===== src/rtl/moving_sum_decoder.sv =====
// Moving-sum decoder: recovers X from the running-sum stream S with X[n] = S[n] - S[n-1] + X[n-TAPS].
// Optional sample counter enabled by defining MSUM_DEC_CNT_EN.
module moving_sum_decoder #(
   parameter int N    = 4,
   parameter int TAPS = 4
) (
   input  logic         clk,
   input  logic         reset_n,
   input  logic         load,
   input  logic [N-1:0] S,
   output logic [N-1:0] X,
`ifdef MSUM_DEC_CNT_EN
   output logic [15:0]  sample_cnt,
`endif
   output logic         valid
);

   logic [N-1:0] s_prev_q;
   logic [N-1:0] x_hist_q [TAPS];
   logic [N-1:0] x_q;
   logic         valid_q;
   logic [N-1:0] d;

   // N-bit arithmetic wraps naturally, which is exactly the modular inverse of the accumulator.
   always_comb begin
      d = S - s_prev_q + x_hist_q[TAPS-1];
   end

   always_ff @(posedge clk or negedge reset_n) begin
      if (!reset_n) begin
         s_prev_q <= '0;
         x_q      <= '0;
         valid_q  <= 1'b0;
         for (int k = 0; k < TAPS; k++) begin
            x_hist_q[k] <= '0;
         end
      end else begin
         valid_q <= load;
         if (load) begin
            s_prev_q    <= S;
            x_q         <= d;
            x_hist_q[0] <= d;
            for (int k = 1; k < TAPS; k++) begin
               x_hist_q[k] <= x_hist_q[k-1];
            end
         end
      end
   end

`ifdef MSUM_DEC_CNT_EN
   logic [15:0] cnt_q;

   always_ff @(posedge clk or negedge reset_n) begin
      if (!reset_n) begin
         cnt_q <= '0;
      end else if (load) begin
         cnt_q <= cnt_q + 16'd1;
      end
   end

   assign sample_cnt = cnt_q;
`endif

   assign X     = x_q;
   assign valid = valid_q;

endmodule


===== config.mk =====
export PLATFORM = sky130hd
export DESIGN_NAME = moving_sum_decoder
export DESIGN_NICKNAME = d
export VERILOG_FILES = /design/src/rtl/moving_sum_decoder.sv
export SDC_FILE = /design/constraint.sdc
export NUM_CORES = 1
export LEC_CHECK = 0
export CORE_ASPECT_RATIO = 0.6
export CORE_MARGIN = 1
export CORE_UTILIZATION = 45
export CTS_BUF_LIST = sky130_fd_sc_hd__clkbuf_2
export CTS_CLUSTER_DIAMETER = 40
export DETAILED_ROUTE_END_ITERATION = 10
export PLACE_DENSITY = 0.67
export RECOVER_POWER = 50
export SLEW_MARGIN = 5
export SYNTH_ARGS = -nofsm -noshare
export SYNTH_HDL_FRONTEND = slang
export SYNTH_SLANG_ARGS = --single-unit
export TNS_END_PERCENT = 1

===== constraint.sdc =====
create_clock -name clk -period 2.55 [get_ports clk]
set_input_delay 0.765 -clock clk [delete_from_list [all_inputs] [get_ports clk]]
set_output_delay 0.765 -clock clk [all_outputs]
set_load 0.01 [all_outputs]

==> results of run 1 <==
routing by layer:
layer  GRT usage [%]  up-vias  part of all wire [%]  wire, µm
li1                -      264                     -         -
met1            17.9      255                    49       642
met2            24.5       11                    46       610
met3            5.36        0                   4.6        60
met4            3.49        0                     0         0
met5               0        -                     0         0
worst max path at each step:
stage,endpoint,slack (ps),cells after the start
after floorplan,x_hist_q[15],260,8
after global placement,x_hist_q[15],-300,9
after detailed placement,x_hist_q[15],-330,9
after CTS,x_hist_q[15],10,9
after global routing,x_hist_q[15],20,9
final,x_hist_q[15],80,9
worst register-to-register path, cell delays in order (launching register included):
cell and delay, ps:
dfrtp_1 370, inv_1 60, fa_1 550, inv_2 50, ha_1 280, a21o_1 190, a21oi_2 150, xnor2_1 130
a21oi_1 80
area by class of cell:
type                       instances  share of cell area [%]
timing repair buffer              14                    11.4
tap                               28                    3.10
clock buffer                       4                    1.77
multi-input combinational         39                    33.9
sequential                        21                    46.5
inverter                          10                    3.32
state kept, by name (all words and copies together) (netlist names):
signal and cells:
x_hist_q 16, s_prev_q 4, valid 1
synthesized netlist by cell type:
master	n	area share (%)
dfrtp_1	21	53
mux2_2	15	17
inv_1	10	3.8
xnor2_1	5	4.4
buf_4	4	3.0
ha_1	4	5.1
buf_2	3	1.5
fa_1	3	6.1
nand2_1	3	1.1
o21ai_0	3	1.5
a21oi_1	2	1.0
nor2_1	2	0.76
a21o_1	1	0.76
a21oi_2	1	0.88
power groups by stage:
stage,combinational (mW),clock (mW),sequential [mW]
2_1_floorplan,0.371,0,0.518
3_3_place_gp,0.461,0,0.533
3_5_place_dp,0.475,0,0.539
4_1_cts,0.479,0.144,0.531
5_1_grt,0.533,0.157,0.548
6_report,0.470,0.134,0.530
stage by stage:
| step | cell area, µm² | hold WS (ps) | setup WS, ps | power, mW |
|---|---|---|---|---|
| 2_1_floorplan | 991 | 449 | 261 | 0.889 |
| 3_3_place_gp | 1110 | 466 | -302 | 0.995 |
| 3_5_place_dp | 1110 | 471 | -328 | 1.01 |
| 4_1_cts | 1130 | 512 | 14.8 | 1.15 |
| 5_1_grt | 1130 | 528 | 20.9 | 1.24 |
| 6_report | 1130 | 507 | 76.0 | 1.13 |
logic make-up (layout without fill, tap and decap cells):
group                      after synthesis  count (layout)  share of synthesized area (%)
AOI/OAI and AO/OA                        7               7                           4.17
xor gates and xnor gates                 5               5                           4.42
buffers and inverters                   17              28                           8.33
adders and majority gates                7               7                           11.1
muxes                                   15              15                           17.0
DFF                                     21              21                           53.0
and+or+nand+nor                          5               5                           1.89
==> run summary, run 1 <==
fillcell total: 171
area of the multi-input gates: 383 µm²
PostCTS Resize Cnt: 0
RSZ-0062 raised after global routing: false
WP data required: 2760 ps
RR Startpoint: x_hist_q[1]
flops & latches, synth: 21
part of the power in registers: 46.7%
CP Cell Sequence: clkdlybuf4s50_1 -> inv_1 -> fa_1 -> inv_2 -> ha_1 -> a21o_1 -> a21oi_2 -> xnor2_1 -> a21oi_1
Inst Count DP: 112
Die X: 62.6 µm
mean post-synth cell area: 12.9 µm²
Worst-Margin Slew: 1100 ps
most common cell after layout, fill and taps aside: dfrtp_1
CTS tree: yes
pin count of the biggest net entering global routing: 26
Final Core Density: 57.9%
final cell count without fillers: 116
clock-pin slew on the worst setup and hold paths: 180 ps
crit path buf inv count: 3
total gr overflow: 0
final hold violation count: 0
worst relative slew slack: 26.9%
hold path cells: 2
core area: 1950 µm²
crit end category: flop
antenna viol nets, final: 0
P per Cell Area: 1000 nW/µm²
cts bufs inserted: 3
Slowest-stage cell, CP: fa_1
n_diodes: 0
post-synthesis sequential area ratio: 53.0%
WP data arrival: 2680 ps
synth unique cells: 14
Hold EP: x_hist_q[2]
Die Y: 38.4 µm
Final setup viols: 0
Clock power frac: 11.8%
total number of vias: 530
CP top delay family: adder cells
worst skew pair latency: 310 ps
root buf cell: clkbuf_2
Leakage Power: 0.509 nW
H-tree depth: 1
Switching Share: 31.0%
Initial Util: 50.8%
RD Place Congestion: 0.642
maximum clock rate: 0.404 GHz
Setup TNS: 0 ps
final net count: 103
synthesized area: 991 µm²
clock sink total: 21
Post-Syn Nets: 91
worst vdd ir: 470 µV
crit path kind: primary input to flop
WL/cell: 11.3 µm
DR pass1 iterations: 3
crit-path max cell delay: 500 ps
layout cells sized above 1: 26.1%
via-per-instance ratio: 4.57
Critical Path Start Type: primary input
R2R cell count: 8
Post-Synthesis Cells: 77
final worst path period need: 2470 ps
port bufs: 11
P&R area growth vs syn: 14.0%
setup slack, reg-to-reg: 590 ps
sequential cell area: 526 µm²
worst hold path type: flop to flop
Fin Clk Skew: 3.03 ps
drt first-iter violations: 10
number of global-route vias before repair: 549
reg-to-reg endpoint: x_hist_q[15]
row count: 12
outcome: finished, final reports clean
leading cell types in the layout, fill and taps excluded: dfrtp_1, mux2_2, inv_1, clkdlybuf4s50_1, xnor2_1
Post CTS Setup Buffer Count: 0
switching pwr: 0.351 mW
CP Launch Point: S[1]
initial antenna violation count: 0
Final Cycle Share: 97.0%
max-slew violations: 0
Remaining DRCs: 0
global-route wire length before repair: 2.49 mm
die area: 2400 µm²
CTS Hold Buffers Added: 0
Max Cap Violations: 0
yosys synthesis warning count: 0
I/O pin count: 12
Hold Crit Start: x_hist_q[6]
CTS Buffer Depth: 2
Post-DP HPWL: 984 µm
Routed Wire Length: 1.31 mm
Tot GR Track Use: 14.4%
Comb power frac: 41.5%
CP max FO: 2
P_int: 0.782 mW
Note: power is estimated with default switching activity, not from simulation.
==> run 2: changes to the inputs <==
--- a/config.mk
+++ b/config.mk
@@ -8,7 +8,6 @@
 export CORE_ASPECT_RATIO = 0.6
 export CORE_MARGIN = 1
 export CORE_UTILIZATION = 45
-export CTS_BUF_LIST = sky130_fd_sc_hd__clkbuf_2
 export CTS_CLUSTER_DIAMETER = 40
 export DETAILED_ROUTE_END_ITERATION = 10
 export PLACE_DENSITY = 0.67
==> run 2 against run 1 <==
Net effect: fmax is 2.7% higher; global-route usage is 0.070 points lower; via count is 0.75% higher.
==> run summary, run 2 (same netlist as run 1, synthesis figures left out) <==
outcome: finished, final reports clean
CTS tree: yes
I/O pin count: 12
Critical Path Start Type: primary input
Routed Wire Length: 1.31 mm
via-per-instance ratio: 4.60
leading cell types in the layout, fill and taps excluded: dfrtp_1, mux2_2, inv_1, clkdlybuf4s50_1, xnor2_1
setup slack, reg-to-reg: 560 ps
Final Cycle Share: 94.4%
Inst Count DP: 112
final hold violation count: 0
cts bufs inserted: 3
port bufs: 11
CTS Hold Buffers Added: 0
RSZ-0062 raised after global routing: false
Initial Util: 50.8%
Worst-Margin Slew: 1120 ps
Die X: 62.6 µm
worst hold path type: flop to flop
max FFs per register: 16
Biggest register: x_hist_q
total gr overflow: 0
Switching Share: 30.4%
P&R area growth vs syn: 14.5%
switching pwr: 0.349 mW
row count: 12
WL/cell: 11.3 µm
Hold Crit Start: x_hist_q[5]
root buf cell: clkbuf_4
crit-path max cell delay: 530 ps
antenna viol nets, final: 0
initial antenna violation count: 0
Remaining DRCs: 0
Slowest-stage cell, CP: fa_1
worst skew pair latency: 300 ps
DP Worst Slack: -328 ps
clock-pin slew on the worst setup and hold paths: 110 ps
final cell count without fillers: 116
Worst Hold Margin: 493 ps
Fin Clk Skew: 3.50 ps
drt first-iter violations: 16
H-tree depth: 1
n_diodes: 0
fillcell total: 168
DR pass1 iterations: 2
CTS Buffer Depth: 2
area of the multi-input gates: 383 µm²
Die Y: 38.4 µm
CP top delay family: adder cells
global-route wire length before repair: 2.46 mm
clock sink total: 21
hold path cells: 2
cell repeated most along the worst path: inv_1
Clock power frac: 13.2%
final worst path period need: 2410 ps
Final setup viols: 0
die area: 2400 µm²
layout cells sized above 1: 25.0%
R2R cell count: 8
pin count of the biggest net entering global routing: 26
setup ws final: 142 ps
crit end category: flop
reg-to-reg endpoint: x_hist_q[15]
RD Place Congestion: 0.642
CP max FO: 2
Comb power frac: 40.8%
Tot GR Track Use: 14.3%
worst vdd ir: 489 µV
max-slew violations: 0
CP Cell Sequence: clkdlybuf4s50_1 -> inv_1 -> fa_1 -> inv_1 -> ha_1 -> buf_4 -> xnor2_1 -> a21oi_1
Leakage Power: 0.512 nW
Hold EP: x_hist_q[1]
part of the power in registers: 46.0%
Setup TNS: 0 ps
worst relative slew slack: 25.1%
core area: 1950 µm²
crit path kind: primary input to flop
P per Cell Area: 1010 nW/µm²
WP data required: 2690 ps
P_int: 0.802 mW
Final Core Density: 58.1%
crit path buf inv count: 4
sequential cell area: 526 µm²
final net count: 103
most common cell after layout, fill and taps aside: dfrtp_1
WP data arrival: 2550 ps
RR Startpoint: x_hist_q[1]
number of global-route vias before repair: 547
maximum clock rate: 0.415 GHz
Post-DP HPWL: 984 µm
total number of vias: 534
Max Cap Violations: 0
run 2: layer usage:
layer / part of all wire [%] / global-route usage, %
met4: 0 / 3.49
met2: 46 / 24.2
met5: 0 / 0
met1: 49 / 17.9
met3: 4.7 / 5.36
run 2: power groups by stage:
stage	clock network [mW]	registers, mW	logic (mW)
final	0.153	0.529	0.469
after global routing	0.177	0.548	0.531
after CTS	0.163	0.532	0.478
after detailed placement	0	0.539	0.475
after global placement	0	0.533	0.461
after floorplan	0	0.518	0.371
run 2: final cells by class:
type                    count  area share (%)
clock buffers               4            2.32
inverters                  10            3.31
multi-input cells          39            33.7
flip-flops and latches     21            46.3
well taps                  28            3.09
repair buffers             14            11.2
run 2: metrics by stage:
stage | total power, mW | area [µm²]
2_1_floorplan | 0.889 | 991
3_3_place_gp | 0.995 | 1110
3_5_place_dp | 1.01 | 1110
4_1_cts | 1.17 | 1140
5_1_grt | 1.26 | 1130
6_report | 1.15 | 1130
run 2: worst min-delay path, delay by kind of cell (launching register included):
kind,cells,cell delay [ps]
simple gates,1,50
flops,1,360
compound gates,1,50
run 2: worst max-delay path by stage:
stage,cells after the start,start,slack (ps),end
floorplan,8,S[1],260,x_hist_q[15]
global placement,9,S[1],-300,x_hist_q[15]
detailed placement,9,S[1],-330,x_hist_q[15]
CTS,9,S[1],5,x_hist_q[15]
global route,3,load,70,x_hist_q[11]
finish,8,S[2],140,x_hist_q[14]
run 2: timing repair:
item,4_1_cts,5_1_grt
pin swaps,1,2
buffers inserted,0,0
endpoints found under the setup margin,1,1
gates resized for setup,1,2
==> run 3: changes to the inputs <==
--- a/config.mk
+++ b/config.mk
@@ -8,7 +8,7 @@
 export CORE_ASPECT_RATIO = 0.6
 export CORE_MARGIN = 1
 export CORE_UTILIZATION = 45
-export CTS_CLUSTER_DIAMETER = 40
+export CTS_CLUSTER_DIAMETER = 100
 export DETAILED_ROUTE_END_ITERATION = 10
 export PLACE_DENSITY = 0.67
 export RECOVER_POWER = 50
==> results of run 3 <==
Same layout as run 2: the final DEF is identical, and so are final timing and power.
